--- config.mk ---
export PLATFORM = sky130hd
export DESIGN_NAME = dps_rx_23
export DESIGN_NICKNAME = d
export VERILOG_FILES = /design/src/rtl/dps_rx_23.sv
export SDC_FILE = /design/constraint.sdc
export NUM_CORES = 1
export LEC_CHECK = 0
export CORE_MARGIN = 1.5
export CORE_UTILIZATION = 60
export CTS_CLUSTER_SIZE = 28
export DETAILED_ROUTE_END_ITERATION = 8
export DONT_BUFFER_PORTS = 1
export PLACE_DENSITY = 0.84
export SLEW_MARGIN = 20
export SYNTH_ARGS = -nofsm -noshare
export SYNTH_HDL_FRONTEND = slang
export SYNTH_SLANG_ARGS = --single-unit
--- constraint.sdc ---
create_clock -name clock -period 15.9 [get_ports clock]
set_input_delay 1.59 -clock clock [delete_from_list [all_inputs] [get_ports clock]]
set_output_delay 1.59 -clock clock [all_outputs]
set_load 0.01 [all_outputs]
--- src/rtl/dps_rx_23.sv ---
// Receive end of the 23-TSV DPS crosstalk-avoidance link: capture, pattern and range check,
// Fibonacci decode, small output FIFO and saturating link-quality statistics.
module dps_rx_23 #(
    parameter int TSV_W      = 23,
    parameter int DATA_W     = 17,
    parameter int NUM_CODES  = 92736,
    parameter int FIFO_DEPTH = 4,
    parameter int CNT_W      = 16
) (
    input  logic              clock,
    input  logic              reset,
    input  logic [TSV_W-1:0]  tsv,
    input  logic              tsv_valid,
    output logic              tsv_ready,
    output logic [DATA_W-1:0] data_out,
    output logic              out_err,
    output logic              out_valid,
    input  logic              out_ready,
    input  logic              clr_stats,
    output logic [CNT_W-1:0]  word_cnt,
    output logic [CNT_W-1:0]  err_cnt,
    output logic              err_sticky
);

    localparam int PTR_W = $clog2(FIFO_DEPTH);
    localparam int OCC_W = PTR_W + 1;
    localparam logic [DATA_W-1:0] CODE_LIMIT = DATA_W'(NUM_CODES);

    // DPS_dec_23: each transition between adjacent wires carries a Fibonacci weight
    // (1,2,3,5,...); the top wire selects the upper half of the code space.
    function automatic logic [DATA_W-1:0] dpsDec23(input logic [TSV_W-1:0] w);
        logic [DATA_W-1:0] acc;
        logic [DATA_W-1:0] fa;
        logic [DATA_W-1:0] fb;
        logic [DATA_W-1:0] fn;
        acc = '0;
        fa  = DATA_W'(1);
        fb  = DATA_W'(2);
        for (int k = 0; k < TSV_W - 1; k++) begin
            if (w[k] ^ w[k+1]) acc = acc + fa;
            fn = fa + fb;
            fa = fb;
            fb = fn;
        end
        if (w[TSV_W-1]) acc = acc + fa;
        return acc;
    endfunction

    logic [TSV_W-1:0]  r_s1Tsv;
    logic              r_s1Valid;
    logic [DATA_W:0]   r_mem [FIFO_DEPTH];
    logic [PTR_W-1:0]  r_wrPtr;
    logic [PTR_W-1:0]  r_rdPtr;
    logic [OCC_W-1:0]  r_count;
    logic [DATA_W-1:0] r_lastData;
    logic              r_lastErr;
    logic [CNT_W-1:0]  r_wordCnt;
    logic [CNT_W-1:0]  r_errCnt;
    logic              r_errSticky;

    logic [TSV_W-2:0]  w_trans;
    logic              w_patErr;
    logic [DATA_W-1:0] w_dec;
    logic              w_rngErr;
    logic              w_err;
    logic              w_accept;
    logic              w_push;
    logic              w_pop;

    // A 101/010 window is exactly two consecutive wire transitions.
    assign w_trans  = r_s1Tsv[TSV_W-2:0] ^ r_s1Tsv[TSV_W-1:1];
    assign w_patErr = |(w_trans[TSV_W-3:0] & w_trans[TSV_W-2:1]);
    assign w_dec    = dpsDec23(r_s1Tsv);
    assign w_rngErr = (w_dec >= CODE_LIMIT);
    assign w_err    = w_patErr | w_rngErr;

    assign tsv_ready = (r_count + OCC_W'(r_s1Valid)) < OCC_W'(FIFO_DEPTH);
    assign w_accept  = tsv_valid && tsv_ready;
    assign w_push    = r_s1Valid;
    assign out_valid = (r_count != '0);
    assign w_pop     = out_valid && out_ready;

    assign data_out   = out_valid ? r_mem[r_rdPtr][DATA_W:1] : r_lastData;
    assign out_err    = out_valid ? r_mem[r_rdPtr][0] : r_lastErr;
    assign word_cnt   = r_wordCnt;
    assign err_cnt    = r_errCnt;
    assign err_sticky = r_errSticky;

    always_ff @(posedge clock or posedge reset) begin
        if (reset) begin
            r_s1Valid <= 1'b0;
            r_s1Tsv   <= '0;
        end else begin
            r_s1Valid <= w_accept;
            if (w_accept) r_s1Tsv <= tsv;
        end
    end

    always_ff @(posedge clock) begin
        if (w_push) r_mem[r_wrPtr] <= {w_dec, w_err};
    end

    // Reserving a slot for the stage-1 word in tsv_ready means a push never finds the FIFO full.
    always_ff @(posedge clock or posedge reset) begin
        if (reset) begin
            r_wrPtr    <= '0;
            r_rdPtr    <= '0;
            r_count    <= '0;
            r_lastData <= '0;
            r_lastErr  <= 1'b0;
        end else begin
            if (w_push) r_wrPtr <= r_wrPtr + 1'b1;
            if (w_pop) begin
                r_rdPtr    <= r_rdPtr + 1'b1;
                r_lastData <= r_mem[r_rdPtr][DATA_W:1];
                r_lastErr  <= r_mem[r_rdPtr][0];
            end
            case ({w_push, w_pop})
                2'b10:   r_count <= r_count + 1'b1;
                2'b01:   r_count <= r_count - 1'b1;
                default: r_count <= r_count;
            endcase
        end
    end

    always_ff @(posedge clock or posedge reset) begin
        if (reset) begin
            r_wordCnt   <= '0;
            r_errCnt    <= '0;
            r_errSticky <= 1'b0;
        end else if (clr_stats) begin
            r_wordCnt   <= '0;
            r_errCnt    <= '0;
            r_errSticky <= 1'b0;
        end else if (w_push) begin
            if (r_wordCnt != '1) r_wordCnt <= r_wordCnt + 1'b1;
            if (w_err && (r_errCnt != '1)) r_errCnt <= r_errCnt + 1'b1;
            r_errSticky <= r_errSticky | w_err;
        end
    end

endmodule

# Word level (Yosys, flattened, before mapping)
# Memories as Yosys holds them, arrays and structs flattened.
# Cells that the tools add are included.
word_totals:
  regBits: 82
  latchBits: 0
  ramBits: 72
  rom_bits: 0
  out_inout_bits: 53
  wordCells: 119
  memories: 1
classes:
  add_sub_neg: 29
  multipliers: 0
  n_div: 0
  magnitude_cmp: 2
  n_eq_ne: 4
  shifts: 0
  mux: 36
  bitwise: 26
  n_reduce_logical: 11
mem_list:
  columns: ["name", "words", "word_bits", "read_ports", "rd_ports_with_merged_regs", "wr", "line", "source"]
  rows:
  - ["r_mem", 4, 18, 1, 0, 1, "51", "logic [DATA_W:0] r_mem [FIFO_DEPTH];"]
ops:
  columns: ["operator", "n"]
  rows:
  - ["17-bit two-way mux", 23]
  - ["16-bit two-way mux", 6]
  - ["17-bit by 10-bit adder with 17-bit output (second input constant)", 2]
  - ["17-bit by 13-bit adder with 17-bit output (second input constant)", 2]
  - ["17-bit by 15-bit adder with 17-bit output (second input constant)", 2]
  - ["17-bit by 2-bit adder with 17-bit output (second input constant)", 2]
  - ["17-bit by 4-bit adder with 17-bit output (second input constant)", 2]
  - ["17-bit by 6-bit adder with 17-bit output (second input constant)", 2]
  - ["17-bit by 8-bit adder with 17-bit output (second input constant)", 2]
  - ["16-bit by 1-bit adder with 16-bit output (second input constant)", 2]
  - ["16-bit != test (second input constant)", 2]
  - ["1-bit XOR", 22]
  - ["22-bit XOR", 1]
  - ["21-bit bitwise AND", 1]
  - ["21-bit OR reduction", 1]
  - ["17-bit by 11-bit adder with 17-bit output (second input constant)", 1]
  - ["17-bit by 12-bit adder with 17-bit output (second input constant)", 1]
  - ["17-bit by 14-bit adder with 17-bit output (second input constant)", 1]
  - ["17-bit by 16-bit adder with 17-bit output (second input constant)", 1]
  - ["17-bit by 3-bit adder with 17-bit output (second input constant)", 1]
  - ["17-bit by 5-bit adder with 17-bit output (second input constant)", 1]
  - ["17-bit by 7-bit adder with 17-bit output (second input constant)", 1]
  - ["17-bit by 9-bit adder with 17-bit output (second input constant)", 1]
  - ["17-bit greater-or-equal comparator (second input constant)", 1]
  - ["other kinds (14)", 27]

# Longest topological paths before layout
# Gate-level depths: netlist of run 1.
logic_depth:
  ltp_word: 52
  ltp_mapped: 72
  ltp_nobuf: 68

# Worst setup path after synthesis of run 1
# Ideal clock, no wire load.
synth_path:
  path_type: "register to register"
  startpoint: "reg r_s1Tsv[1]"
  endpoint: "reg r_errCnt[13] (netlist: err_cnt[13])"
  setup_ns: 0.078
  arrival_ns: 12.815
  slack_ns: 3.007
  path_stages_with_launch: 62
  path_buffers: 4
  cell_sequence: "dfrtp_1 > buf_2 > buf_2 > xor2_1 > ha_1 > o21ai_0 > nand3_1 > o21ai_0 > ha_1 > a21oi_1 > a21oi_1 > nand2_1 > o21ai_0 > ha_1 > and2_1 > a31oi_1 > mux2i_1 > or3_1 > [26 not listed] > xnor3_1 > xnor2_1 > a31oi_1 > xor2_1 > o21ai_1 > xor2_1 > or2_2 > or4_4 > a21oi_2 > xor2_2 > nor2_1 > o211a_1 > o41ai_1 > a32o_1 > a2111oi_4 > buf_2 > or4_1 > a21oi_1"
synth_via:
  elab_chain_cells: 51
  word_cells_on_any_way: 55
  classes_between: "add/sub (22); order compare (1); mux (23); bitwise (5); reduce/logical (4)"
synth_lines:
  columns: ["item", "line", "source"]
  rows:
  - ["from (decl)", "49", "logic [TSV_W-1:0] r_s1Tsv;"]
  - ["from (signal assigned)", "95", "if (w_accept) r_s1Tsv <= tsv;"]
  - ["1-bit XOR", "40", "if (w[k] ^ w[k+1]) acc = acc + fa;"]
  - ["1-bit two-way mux", "40", null]
  - ["17-bit by 2-bit adder with 17-bit output", "40", null]
  - ["17-bit two-way mux", "40", null]
  - ["17-bit by 2-bit adder with 17-bit output", "40", null]
  - ["17-bit two-way mux", "40", null]
  - ["17-bit by 3-bit adder with 17-bit output", "40", null]
  - ["17-bit two-way mux", "40", null]
  - ["[35 not listed]", null, null]
  - ["17-bit two-way mux", "40", null]
  - ["17-bit by 16-bit adder with 17-bit output", "45", "if (w[TSV_W-1]) acc = acc + fa;"]
  - ["17-bit two-way mux", "45", null]
  - ["17-bit greater-or-equal comparator", "74", "assign w_rngErr = (w_dec >= CODE_LIMIT);"]
  - ["1-bit OR *", "75", "assign w_err = w_patErr | w_rngErr;"]
  - ["1-bit logical AND *", "137", "if (w_err && (r_errCnt != '1)) r_errCnt <= r_errCnt + 1'b1;"]
  - ["2-bit nonzero test (no line) *", null, null]
  - ["2-bit AND reduction (no line) *", null, null]
  - ["to (signal assigned)", "137", null]
  - ["to (decl)", "58", "logic [CNT_W-1:0] r_errCnt;"]
# Mark *: on every way between the ends. The rest lies on a longest branch, timed or not.
# A chain may end at the register's enable or synchronous reset.

# Worst setup path in the final report of run 1
layout_path:
  startpoint: "reg r_s1Tsv[0]"
  endpoint: "reg r_errCnt[6] (netlist: err_cnt[6])"
layout_via:
  elab_chain_cells: 51
  word_cells_on_any_way: 54
  classes_between: "add/sub (22); order compare (1); mux (23); bitwise (4); reduce/logical (4)"
layout_lines:
  columns: ["item", "line", "source"]
  rows:
  - ["1-bit XOR", "40", null]
  - ["1-bit two-way mux", "40", null]
  - ["17-bit by 2-bit adder with 17-bit output", "40", null]
  - ["17-bit two-way mux", "40", null]
  - ["17-bit by 2-bit adder with 17-bit output", "40", null]
  - ["17-bit two-way mux", "40", null]
  - ["17-bit by 3-bit adder with 17-bit output", "40", null]
  - ["17-bit two-way mux", "40", null]
  - ["[36 not listed]", null, null]
  - ["17-bit by 16-bit adder with 17-bit output", "45", null]
  - ["17-bit two-way mux", "45", null]
  - ["17-bit greater-or-equal comparator", "74", null]
  - ["1-bit OR *", "75", null]
  - ["via w_err", "65", "logic w_err;"]
  - ["1-bit logical AND *", "137", null]
  - ["2-bit nonzero test (no line) *", null, null]
  - ["2-bit AND reduction (no line) *", null, null]
# The timed path passes the listed nets; every way through them passes the cells marked *.

==> qor.txt, run 1 <==
status: finished, final reports clean
CP Launch Type: flop
Syn Std Cell Area: 0.0131 mm2
Top Ports: 81
ant diodes: 0
Synth Area in Adders: 2.89%
vias in the first global route: 10.0k
# setup viols final: 0
post-synthesis simple-gate area fraction: 19.2%
number of synthesized flops with an enable pin: 72
Slew @ Worst Pin: 1.14 ns
Tmin final: 14.84 ns
register area: 0.00422 mm2
Port Buffers: 0
Nets: 1410
syn_area_per_cell: 9.38 um2
Synth Area in Compound Gates: 16.8%
Sinks on Clock Net: 154
TritonCTS clock tree: done
Total GRT Usage: 27.3%
Vert. Die Dim: 151 um
Syn Nets: 1450
initial antenna violation count: 0
later-pin clock latency in the skew report: 0.44 ns
Die Footprint: 0.0227 mm2
most common cell after layout, fill and taps aside: nand2_1
First-pass DRT Iterations: 6
Data arrival, critical path: 15.19 ns
fmax: 67.4 MHz
CP max FO: 30
Final Hold Vio Count: 0
Post-Synthesis Cells: 1394
CP peak stage delay: 0.65 ns
mux cell area share after synthesis: 8.20%
xor and xnor area share after synthesis: 17.2%
final instance area: 0.0138 mm2
Max-Cap Viols: 0
Rel. slew slack: 23.7%
Slew Viols, Final: 0
DP Wirelength: 21700 um
commonest cells after routing, fill and taps aside: nand2_1 (160), xnor2_1 (108), nor2_1 (106)
Post-CTS Setup Bufs: 0
drt total wl: 30700 um
Synth cell types: 110
worst hold-check path type: reg2reg
Num CTS Buffers: 17
share of layout cells above drive strength 1: 11.5%
RSZ-0062 raised after global routing: false
Root Buffer: clkbuf_16
DP Area: 0.0132 mm2
ys async rst share: 53.2%
slowest cell on the critical path: dfrtp_1
Setup crit end kind: flop
WS Path Type: reg2reg
fillers: 1645
total negative slack: 0 ns
GR Overflow Total: 0
Yosys warnings: 0
largest family of logic cells by synthesized area: simple AND/OR/NAND/NOR gates
WL per Instance: 18.7 um
Finished Layout Cells: 1642
Crit path required time: 16.25 ns
Worst Hold Slack: 0.504 ns
core area: 0.0212 mm2
H-Tree Depth: 4
# DRC: 0
Clock Path Buffers: 2
area growth from synthesis to layout: 5.43%
row cnt: 53
largest net degree at the start of global routing: 83
first-pass GRT wire length: 49300 um
Final Wtd Congestion: 0.916
skew final: 0.00818 ns
sequential cell area fraction in the yosys report: 32.2%
fin crit share: 93.3%
Synth Flop Type: dfrtp_1
clk slew on worst S/H paths: 0.07 ns
post-route ant nets: 0
via count: 10.7k
flops & latches, synth: 154
Iter 0 DRT Violations: 922
Inst Count DP: 1610
Die W: 151 um
DR vias/cell: 6.51
footprint of the multi-input gates: 0.00840 mm2
Initial Utilization: 61.6%
-- per-layer routing --
layer	global-route usage [%]	routed length, um	vias to the layer above	share of wire [%]
met2	45.2	14400	431	47
li1	-	-	5020	-
met4	10.6	914	0	3.0
met3	4.09	2250	68	7.3
met1	35.9	13200	5168	43
met5	0	0	-	0
-- Yosys cell counts, types with 8 or more instances --
cell      instances  area share [%]
clkbuf_1         42             1.2
a211oi_1          9            0.52
xnor2_1         108             7.2
nor2_1          106             3.0
a21oi_1          70             2.7
nand2b_1         10            0.48
edfxtp_1         72              17
nor3_1           30             1.1
buf_2            12            0.46
xor2_2            8            0.99
nand4_1          14            0.67
and2_1           25             1.2
a31oi_1           8            0.38
o31ai_1          21             1.2
or2_2             8            0.38
o21a_1           11            0.63
xnor3_1          12             2.1
nand3_1          41             1.6
mux2i_1          25             1.9
or3_1            16            0.77
dfrtp_1          82              16
mux2_2           37             3.2
mux4_2           18             3.1
nand2_1         160             4.6
o211ai_1         12            0.69
and3_1           26             1.2
or4_1            15            0.86
ha_1             27             2.6
inv_1            37             1.1
xor2_1           79             5.3
o21ai_0          46             1.8
o21ai_1          13            0.50
a21o_1           10            0.57
-- worst max-delay path: cells and delay by family (launching register included) --
kind,cells,cell delay (ns)
buffers and inverters,3,0.54
DFF,1,0.65
xor gates and xnor gates,9,2.50
and+or+nand+nor,13,2.50
muxes,3,0.62
adders and majority gates,8,2.61
AOI/OAI and AO/OA,24,5.33
-- area by class of cell --
cell class | instances | area share (%)
Timing Repair Buffer | 10 | 0.572
Clock buffer | 19 | 3.37
Clock inverter | 13 | 0.998
Inverter | 38 | 1.04
Tap cell | 275 | 2.50
Multi-Input combinational cell | 1133 | 60.9
Sequential cell | 154 | 30.6
-- through the flow --
step	utilization (%)	worst slack [ns]
after floorplan	-	3.01
after global placement	62.1	2.03
after detailed placement	62.1	1.26
after CTS	64.9	1.10
after global routing	65.0	0.0247
final	65.0	1.06
-- kinds of logic (layout without fill, tap and decap cells) --
| family | Yosys count | after routing |
|---|---|---|
| simple gates | 501 | 501 |
| fa+ha+maj | 30 | 30 |
| mux | 80 | 80 |
| flops | 154 | 154 |
| compound gates | 305 | 305 |
| xor+xnor | 217 | 217 |
| buf+inv | 107 | 80 |
-- path summary, 6_finish.rpt --
check	endpoint	cells after the start	from	slack, ns
max	err_cnt[6]	60	r_s1Tsv[0]	1.06
min	r_lastData[16]	1	r_lastData[16]	0.50
max reg2reg	err_cnt[6]	60	r_s1Tsv[0]	1.06
min reg2reg	r_lastData[16]	1	r_lastData[16]	0.50
max in group asynchronous	r_s1Tsv[1]	2	reset	14.06
min in group asynchronous	err_cnt[9]	2	reset	1.24
-- sequential cells by signal, summed over array words and instances (netlist names) --
signal      count
r_wrPtr         2
r_lastErr       1
word_cnt       16
err_cnt        16
r_s1Valid       1
r_s1Tsv        23
r_mem          72
r_rdPtr         2
r_count         3
r_lastData     17
err_sticky      1
-- timing repair --
item | 4_1_cts | 5_1_grt
resized for setup | 0 | 2
setup endpoints to repair | 0 | 16
hold buffers | 0 | 0
Power of run 1 is not shown: default switching activity piles up to over one toggle a cycle in this logic, so the estimate is an artifact.
==> run 2: changes to the inputs <==
--- a/config.mk
+++ b/config.mk
@@ -10,7 +10,7 @@
 export CTS_CLUSTER_SIZE = 28
 export DETAILED_ROUTE_END_ITERATION = 8
 export DONT_BUFFER_PORTS = 1
-export PLACE_DENSITY = 0.84
+export PLACE_DENSITY = 0.76
 export SLEW_MARGIN = 20
 export SYNTH_ARGS = -nofsm -noshare
 export SYNTH_HDL_FRONTEND = slang
==> constraint.sdc (replaced) <==
create_clock -name clock -period 15.9 [get_ports clock]
set_input_delay 3.18 -clock clock [delete_from_list [all_inputs] [get_ports clock]]
set_output_delay 3.18 -clock clock [all_outputs]
set_load 0.01 [all_outputs]
==> run 2 against run 1 <==
  * Worst setup slack better by 0.21 ns
  * Worst hold slack better by 0.0023 ns
  * Cell count stayed put
  * Sequential cell count stayed put
  * Sequential share of layout area hardly changed
  * Register-to-register slack better by 0.21 ns
  * Critical path depth stayed put
  * Utilization hardly changed
  * Non-clock buffer count stayed put
  * Highest routed layer unchanged
==> qor.txt, run 2 (same netlist as run 1, synthesis figures left out) <==
Biggest register: r_mem
Resize count post-CTS: 0 (unchanged)
vias in the first global route: 9567 (-4.5%)
Tmin final: 14.63 ns (-0.214 ns)
CP max FO: 30 (unchanged)
Total GRT Usage: 26.4% (-0.88 points)
Setup crit end kind: flop
Final Hold Vio Count: 0 (unchanged)
CP peak stage delay: 0.72 ns (+0.07 ns)
register area: 0.00422 mm2 (about the same)
Setup WS post-layout: 1.27 ns (+0.214 ns)
Port Buffers: 0 (unchanged)
most common cell after layout, fill and taps aside: nand2_1
Root Buffer: clkbuf_16
cts hold-fix bufs: 0 (unchanged)
Initial Utilization: 61.6% (unchanged)
via count: 10.4k (-2.5%)
clk slew on worst S/H paths: 0.07 ns (about the same)
WS Path Type: reg2reg
Slew @ Worst Pin: 1.07 ns (-0.0695 ns)
Die W: 151 um (unchanged)
first-pass GRT wire length: 47700 um (-3.4%)
Crit path required time: 16.26 ns (about the same)
Iter 0 DRT Violations: 750 (-19%)
later-pin clock latency in the skew report: 0.44 ns (about the same)
Clock Path Buffers: 2 (unchanged)
row cnt: 53 (unchanged)
total negative slack: 0 ns (unchanged)
Num CTS Buffers: 17 (unchanged)
DR vias/cell: 6.34 (-2.5%)
Post-CTS Setup Bufs: 0 (unchanged)
Final Wtd Congestion: 0.928 (+1.3%)
cell family with most CP delay: compound AO/OA/AOI/OAI gates
Sinks on Clock Net: 154 (unchanged)
DP Wirelength: 21400 um (-1.3%)
core area: 0.0212 mm2 (unchanged)
initial antenna violation count: 0 (unchanged)
biggest regs: r_mem (72), r_s1Tsv (23), r_lastData (17)
CP Launch Type: flop
share of layout cells above drive strength 1: 11.4% (-0.073 points)
Largest register FFs: 72 (unchanged)
Nets: 1410 (unchanged)
Worst Hold Slack: 0.506 ns (+0.00226 ns)
skew final: 0.0201 ns (+0.0119 ns)
fmax: 68.4 MHz (+1.5%)
status: finished, final reports clean
TritonCTS clock tree: done
footprint of the multi-input gates: 0.00840 mm2 (unchanged)
Max-Cap Viols: 0 (unchanged)
Data arrival, critical path: 14.99 ns (-0.20 ns)
commonest cells after routing, fill and taps aside: nand2_1 (160), xnor2_1 (108), nor2_1 (106)
# DRC: 0 (unchanged)
largest net degree at the start of global routing: 59 (-29%)
drt total wl: 29900 um (-2.5%)
Rel. slew slack: 28.4% (+4.6 points)
Vert. Die Dim: 151 um (unchanged)
ant diodes: 0 (unchanged)
worst hold-check path type: reg2reg
post-route ant nets: 0 (unchanged)
H-Tree Depth: 4 (unchanged)
fillers: 1716 (+4.3%)
slowest cell on the critical path: dfrtp_1
pre-CTS setup slack: 1.49 ns (+0.232 ns)
fin crit share: 92.0% (-1.3 points)
RSZ-0062 raised after global routing: false
First-pass DRT Iterations: 5 (-1)
Top Ports: 81 (unchanged)
Slew Viols, Final: 0 (unchanged)
cell mode on critical path: ha_1
WL per Instance: 18.2 um (-2.5%)
# setup viols final: 0 (unchanged)
Buf/Inv on CP: 3 (unchanged)
Die Footprint: 0.0227 mm2 (unchanged)
GR Overflow Total: 0 (unchanged)
area growth from synthesis to layout: 5.38% (about the same)
run 2: changes by cell type in the layout (fill, tap and decap cells not counted):
| cell | delta |
|---|---|
| buf_4 | +1 |
| buf_6 | -1 |
| clkbuf_16 | -1 |
| clkbuf_8 | -1 |
| clkinv_2 | +1 |
| clkinv_4 | +2 |
| clkinv_8 | +4 |
| clkinvlp_4 | -1 |
| dfrtp_1 | +1 |
| dfrtp_2 | -1 |
| inv_6 | -1 |
| inv_8 | -3 |
run 2: per-layer routing:
| layer | routed length (um) | part of all wire [%] | global-route usage [%] | vias to the layer above |
|---|---|---|---|---|
| met3 | 1540 | 5.1 | 3.24 | 45 |
| met4 | 622 | 2.1 | 8.88 | 0 |
| li1 | - | - | - | 5021 |
| met2 | 14400 | 48 | 45.3 | 284 |
| met5 | 0 | 0 | 0 | - |
| met1 | 13400 | 45 | 34.5 | 5065 |
run 2: final timing paths:
path	startpoint	slack, ns	endpoint	depth (start not counted)
max	r_s1Tsv[2]	1.27	err_cnt[6]	60
min	r_lastData[1]	0.51	r_lastData[1]	1
max reg2reg	r_s1Tsv[2]	1.27	err_cnt[6]	60
min reg2reg	r_lastData[1]	0.51	r_lastData[1]	1
max in group asynchronous	reset	12.12	r_s1Tsv[1]	2
min in group asynchronous	reset	2.62	err_cnt[10]	1
run 2: cell type report:
type | instances | share of cell area, %
multi-input combinational | 1133 | 61.0
sequential | 154 | 30.6
clock buffer | 17 | 3.09
tap | 275 | 2.50
clock inverter | 15 | 1.27
inverter | 38 | 1.04
timing repair buffer | 10 | 0.545
run 2: stage by stage:
stage,utilization (%),std cells,cell area [um2]
2_1_floorplan,-,1394,13100
3_3_place_gp,62.1,1610,13200
3_5_place_dp,62.1,1610,13200
4_1_cts,64.9,1642,13800
5_1_grt,64.9,1642,13800
6_report,64.9,1642,13800
run 2: worst register-to-register path: cells and delay by family, from the launching register on:
| family | cells | cell delay, ns |
|---|---|---|
| mux | 3 | 0.60 |
| fa+ha+maj | 8 | 2.56 |
| buf+inv | 3 | 0.54 |
| flops | 1 | 0.72 |
| compound gates | 25 | 5.37 |
| xor+xnor | 9 | 2.52 |
| simple gates | 12 | 2.27 |
Power of run 2 is left out for the same reason.
